$ cat src/rtl/bin2bcd_feeder.sv
// -----------------------------------------------------------------------------
// bin2bcd_feeder
//
// Converts a 14-bit unsigned binary value to four packed BCD digits with a
// sequential shift-add-3 (double-dabble) engine. One iteration runs per clock,
// and 14 iterations make one conversion. The result, the decimal-point mask
// and the blanking control are registered. They connect straight to the
// Hexs/Points/LES inputs of the seven-segment display stage. The result
// outputs hold their old value until a conversion completes, so the display
// never shows partial digits.
//
// Ports:
//   clk     in   1   system clock, rising edge
//   RST     in   1   asynchronous active-low reset
//   bin     in  14   binary value (0..9999 valid, 10000..16383 overflow)
//   dp      in   4   decimal-point mask, sampled with an accepted start
//   start   in   1   conversion request, honoured only when idle
//   Hexs    out 16   BCD result, [3:0] ones .. [15:12] thousands
//   Points  out  4   dp captured at the accepted start
//   LES     out  1   display blank (1 = blank)
//   busy    out  1   conversion in progress
//   done    out  1   one-cycle pulse when the result outputs update
//   ovf     out  1   last converted value was above 9999
//
// Configuration macro:
//   OVF_BLANK_EN - when defined, an overflowing result also blanks the
//                  display (LES = 1). When undefined, LES is cleared on
//                  every completed conversion.
// -----------------------------------------------------------------------------
module bin2bcd_feeder (
    input  logic        clk,
    input  logic        RST,
    input  logic [13:0] bin,
    input  logic [3:0]  dp,
    input  logic        start,
    output logic [15:0] Hexs,
    output logic [3:0]  Points,
    output logic        LES,
    output logic        busy,
    output logic        done,
    output logic        ovf
);

    typedef enum logic [0:0] {
        ST_IDLE = 1'b0,
        ST_CONV = 1'b1
    } state_t;

    state_t      state_r;
    state_t      state_s;
    logic [33:0] shift_r;
    logic [33:0] shift_s;
    logic [3:0]  cnt_r;
    logic [3:0]  dp_r;
    logic        accept_s;
    logic        last_s;

    // One double-dabble iteration: correct each BCD nibble, then shift left.
    function automatic logic [33:0] dabble_step(input logic [33:0] v);
        logic [33:0] adj;
        adj = v;
        for (int i = 0; i < 5; i++) begin
            if (adj[14 + 4*i +: 4] >= 4'd5) begin
                adj[14 + 4*i +: 4] = adj[14 + 4*i +: 4] + 4'd3;
            end else begin
                adj[14 + 4*i +: 4] = adj[14 + 4*i +: 4];
            end
        end
        return {adj[32:0], 1'b0};
    endfunction

    // Next-state logic and iteration datapath.
    always_comb begin
        state_s  = state_r;
        accept_s = 1'b0;
        last_s   = 1'b0;
        shift_s  = dabble_step(shift_r);
        case (state_r)
            ST_IDLE: begin
                if (start) begin
                    accept_s = 1'b1;
                    state_s  = ST_CONV;
                end else begin
                    state_s  = ST_IDLE;
                end
            end
            ST_CONV: begin
                // The counter reaches 14 on this edge, so the final shift
                // happens here.
                if (cnt_r == 4'd13) begin
                    last_s  = 1'b1;
                    state_s = ST_IDLE;
                end else begin
                    state_s = ST_CONV;
                end
            end
            default: begin
                state_s = ST_IDLE;
            end
        endcase
    end

    // State, shift register, counter and captured dp.
    always_ff @(posedge clk or negedge RST) begin
        if (!RST) begin
            state_r <= ST_IDLE;
            shift_r <= 34'd0;
            cnt_r   <= 4'd0;
            dp_r    <= 4'd0;
        end else begin
            state_r <= state_s;
            if (accept_s) begin
                shift_r <= {20'd0, bin};
                cnt_r   <= 4'd0;
                dp_r    <= dp;
            end else if (state_r == ST_CONV) begin
                shift_r <= shift_s;
                cnt_r   <= cnt_r + 4'd1;
            end else begin
                shift_r <= shift_r;
                cnt_r   <= cnt_r;
            end
        end
    end

    // Registered display-facing outputs; they change only on completion or reset.
    always_ff @(posedge clk or negedge RST) begin
        if (!RST) begin
            Hexs   <= 16'd0;
            Points <= 4'd0;
            LES    <= 1'b1;
            busy   <= 1'b0;
            done   <= 1'b0;
            ovf    <= 1'b0;
        end else begin
            done <= last_s;
            if (accept_s) begin
                busy <= 1'b1;
            end else if (last_s) begin
                busy <= 1'b0;
            end else begin
                busy <= busy;
            end
            if (last_s) begin
                Hexs   <= shift_s[29:14];
                Points <= dp_r;
                // The fifth digit is never displayed; it only flags overflow.
                ovf    <= (shift_s[33:30] != 4'd0);
`ifdef OVF_BLANK_EN
                LES    <= (shift_s[33:30] != 4'd0);
`else
                LES    <= 1'b0;
`endif
            end else begin
                Hexs   <= Hexs;
                Points <= Points;
                ovf    <= ovf;
                LES    <= LES;
            end
        end
    end

endmodule

$ cat config.mk
export PLATFORM = sky130hd
export DESIGN_NAME = bin2bcd_feeder
export DESIGN_NICKNAME = d
export VERILOG_FILES = /design/src/rtl/bin2bcd_feeder.sv
export SDC_FILE = /design/constraint.sdc
export NUM_CORES = 1
export LEC_CHECK = 0
export ABC_AREA = 1
export CORE_AREA = 2 2 81 83
export CTS_BUF_LIST = sky130_fd_sc_hd__clkbuf_4 sky130_fd_sc_hd__clkbuf_8
export DETAILED_ROUTE_END_ITERATION = 10
export DIE_AREA = 0 0 83 85
export HOLD_SLACK_MARGIN = 0.08
export PLACE_DENSITY = 0.78
export SLEW_MARGIN = 10
export SYNTH_ARGS = -nofsm -noshare
export SYNTH_HDL_FRONTEND = slang
export SYNTH_SLANG_ARGS = --single-unit
$ cat constraint.sdc
create_clock -name clk -period 1.5 [get_ports clk]
set_clock_uncertainty 0.2 [all_clocks]
set_input_delay 0.375 -clock clk [delete_from_list [all_inputs] [get_ports clk]]
set_output_delay 0.375 -clock clk [all_outputs]
set_load 0.1 [all_outputs]
==> metrics.txt <==
Inserted Clock Buffers 9; vertical die dimension 85 um; post-route ant nets 0; cell depth of the worst flop-to-flop path 8; Synth Instances 336; final estimated routing congestion in global placement 0.8009; type of the worst setup path reg2reg; count of inserted antenna diode cells 0; placeable core area 0.006205 mm^2; average size of a mapped cell 9.116 um^2; commonest cells after routing, fill and taps aside nand2_1 (94), dfrtp_1 (64), buf_4 (54); num ports 45; Design Area, Final 0.004991 mm^2; failing checks setup timing; first-pass GRT wire length 13,090 um; Warnings, synthesis 0; sequential area share after synthesis 54.78%; Die Wd between 80 and 90 um; area share of the largest cell type after synthesis between 50% and 60%; r2r setup slk -170 ps; area taken by flip-flops and latches 0.001680 mm^2; Slew HR ~70%; area used by multi-input combinational logic 0.001614 mm^2; syn nets 369; initial drt markers about 290; CTS Root Cell clkbuf_8; worst r2r src shift_r[22]; flip-flop and latch count after synthesis 67; buffers from clock root to sink, at most 2; max capacitance violation total 0; Via-to-Cell Ratio roughly 5.7; Critical path destination shift_r[23]; layout cell share with drive strength beyond 1 between 40% and 50%; initial core utilization 49.36%; largest cells by area after synthesis dfrtp_1 (54%), nand2_1 (15%), ha_1 (4.9%); HP Class reg2reg; Max Slew Vio Count 0; most used flip-flop cell after synthesis dfrtp_1; number of global-route vias before repair ~2,800; largest area contributor in the netlist dfrtp_1; Async S/R FF share, synth 100.0%; Critical Path End Type flip-flop; pin count of the biggest net entering global routing just under 70; startpoint of the worst setup timing path shift_r[22]; post-route worst setup slack -172.8 ps; drt total wl 10,330 um; number of buffers added on ports between 40 and 50; Final #Nets 481; clock slew seen by the registers of the worst setup and hold paths 70 ps; post-placement cell area 0.003983 mm^2; unrepaired setup endpoints after global routing yes; number of H-tree branching levels 3; most common cell after layout, fill and taps aside nand2_1; maximum net fanout on the critical path 4; number of antenna violations at the first check in global routing 0; final setup violating endpoints 58; mapped cell area 0.003063 mm^2; die area 0.007055 mm^2; drt pass-1 iters 5; slew at the pin with the worst max-slew slack ~450 ps; maximum frequency from static timing analysis between 0.5 and 0.6 GHz; required time of the worst setup path 1570 ps; placed wire-length estimate roughly 4700 um; sink count of the clock tree between 60 and 70; clock latency on the worst-skew pair 360 ps; status finished, violations left; CTS tree done; startpoint type of the worst setup path flip-flop; total vias in the final route 3,031; Area Growth Syn to Fin 62.95%; routed wire length per instance 19.49 um; gr ovfl total 0; number of enable-type register cells in the synthesized netlist 0; ratio of final minimum period to clock period 111.5%; count of filler cells inserted in the layout 320; number of remaining DRC errors 0; combined global-route utilization of all metal layers 23.35%; number of hold violations in the final report 0; CP arrival between 1500 and 2000 ps; row count 29; post-synthesis cell type count 24; worst r2r dst shift_r[23]; minimum clock period 1673 ps
==> cell type report <==
type                       count  share of cell area (%)
sequential                    67                   33.67
clock inverter                 4                  0.5014
clock buffer                  12                   3.184
timing repair buffer         111                   25.70
inverter                      32                   2.682
tap                           77                   1.930
multi-input combinational    227                   32.34
==> stage by stage <==
stage          setup TNS, ps  hold WS (ps)  cells  setup slack (ps)  utilization (%)
5_1_grt                -4787         300.0    530            -205.8            80.44
2_1_floorplan              0        -120.6    336             27.06                -
3_5_place_dp          -11770         220.9    473            -305.1            64.19
4_1_cts               -706.4         282.0    502            -177.3            71.47
3_3_place_gp           -9927         214.4    473            -268.8            64.19
6_report               -3078         276.7    530            -172.8            80.44
==> synthesized netlist by cell type, types with 2 or more instances <==
library cell	instances
a22oi_1	4
inv_1	28
nand2_1	119
dfrtp_1	66
nor2_1	12
ha_1	12
nand4_1	3
inv_2	2
nand3_1	9
buf_6	4
o22ai_1	8
o21ai_0	29
o211ai_1	3
o21ai_1	11
o211ai_2	2
xor2_1	7
inv_4	2
buf_2	7
o221ai_1	3
==> metal layers <==
layer	GRT usage [%]	wire, um	share of wire (%)	vias up
met3	3.599	654	6.3	58
met2	39.52	5234	51	185
met5	0	0	0	-
met1	28.66	3865	37	1476
li1	-	-	-	1312
met4	13.41	576	5.6	0
==> sequential cells by signal, indices dropped and copies added, names as in the netlist <==
signal,flops
shift_r,34
Hexs,16
Points,4
cnt_r,4
dp_r,4
LES,1
busy,1
done,1
ovf,1
state_r,1
==> kinds of logic (layout without fill, tap and decap cells) <==
logic type	Yosys count	count (layout)	share of synthesized area [%]
AO/OA/AOI/OAI	61	61	11.76
AND/OR/NAND/NOR	146	147	19.85
adder cells (fa/ha/maj)	12	12	4.902
XOR/XNOR	7	7	2.002
flip-flops	67	67	54.78
buffers and inverters	43	159	6.699
==> critical path: stages, from the launching register on <==
cell	delay [ps]
dfrtp_1	440
inv_1	100
ha_2	190
inv_2	50
nand2_4	70
nand3_4	120
xor2_2	240
nand2_1	70
o21ai_1	110
==> timing repair <==
| item | CTS | global route |
|---|---|---|
| hold buffers | 1 | 0 |
| hold endpoints to repair | 66 | 0 |
| setup buffers | 13 | 25 |
| pin swaps | 18 | 27 |
| setup endpoints to repair | 50 | 65 |
| cloned | 0 | 3 |
| gates resized for setup | 55 | 91 |
==> worst min path at each step <==
stage | start | to | slack (ps) | depth (start not counted)
6_report | dp_r[0] | Points[0] | 280 | 2
5_1_grt | dp_r[1] | dp_r[1] | 300 | 2
4_1_cts | dp_r[0] | Points[0] | 280 | 2
3_5_place_dp | RST | Points[0] | 220 | 2
3_3_place_gp | RST | dp_r[0] | 210 | 2
2_1_floorplan | RST | Hexs[0] | -120 | 0
Power is not shown: default switching activity piles up to over one toggle a cycle in this logic, so the estimate is an artifact.
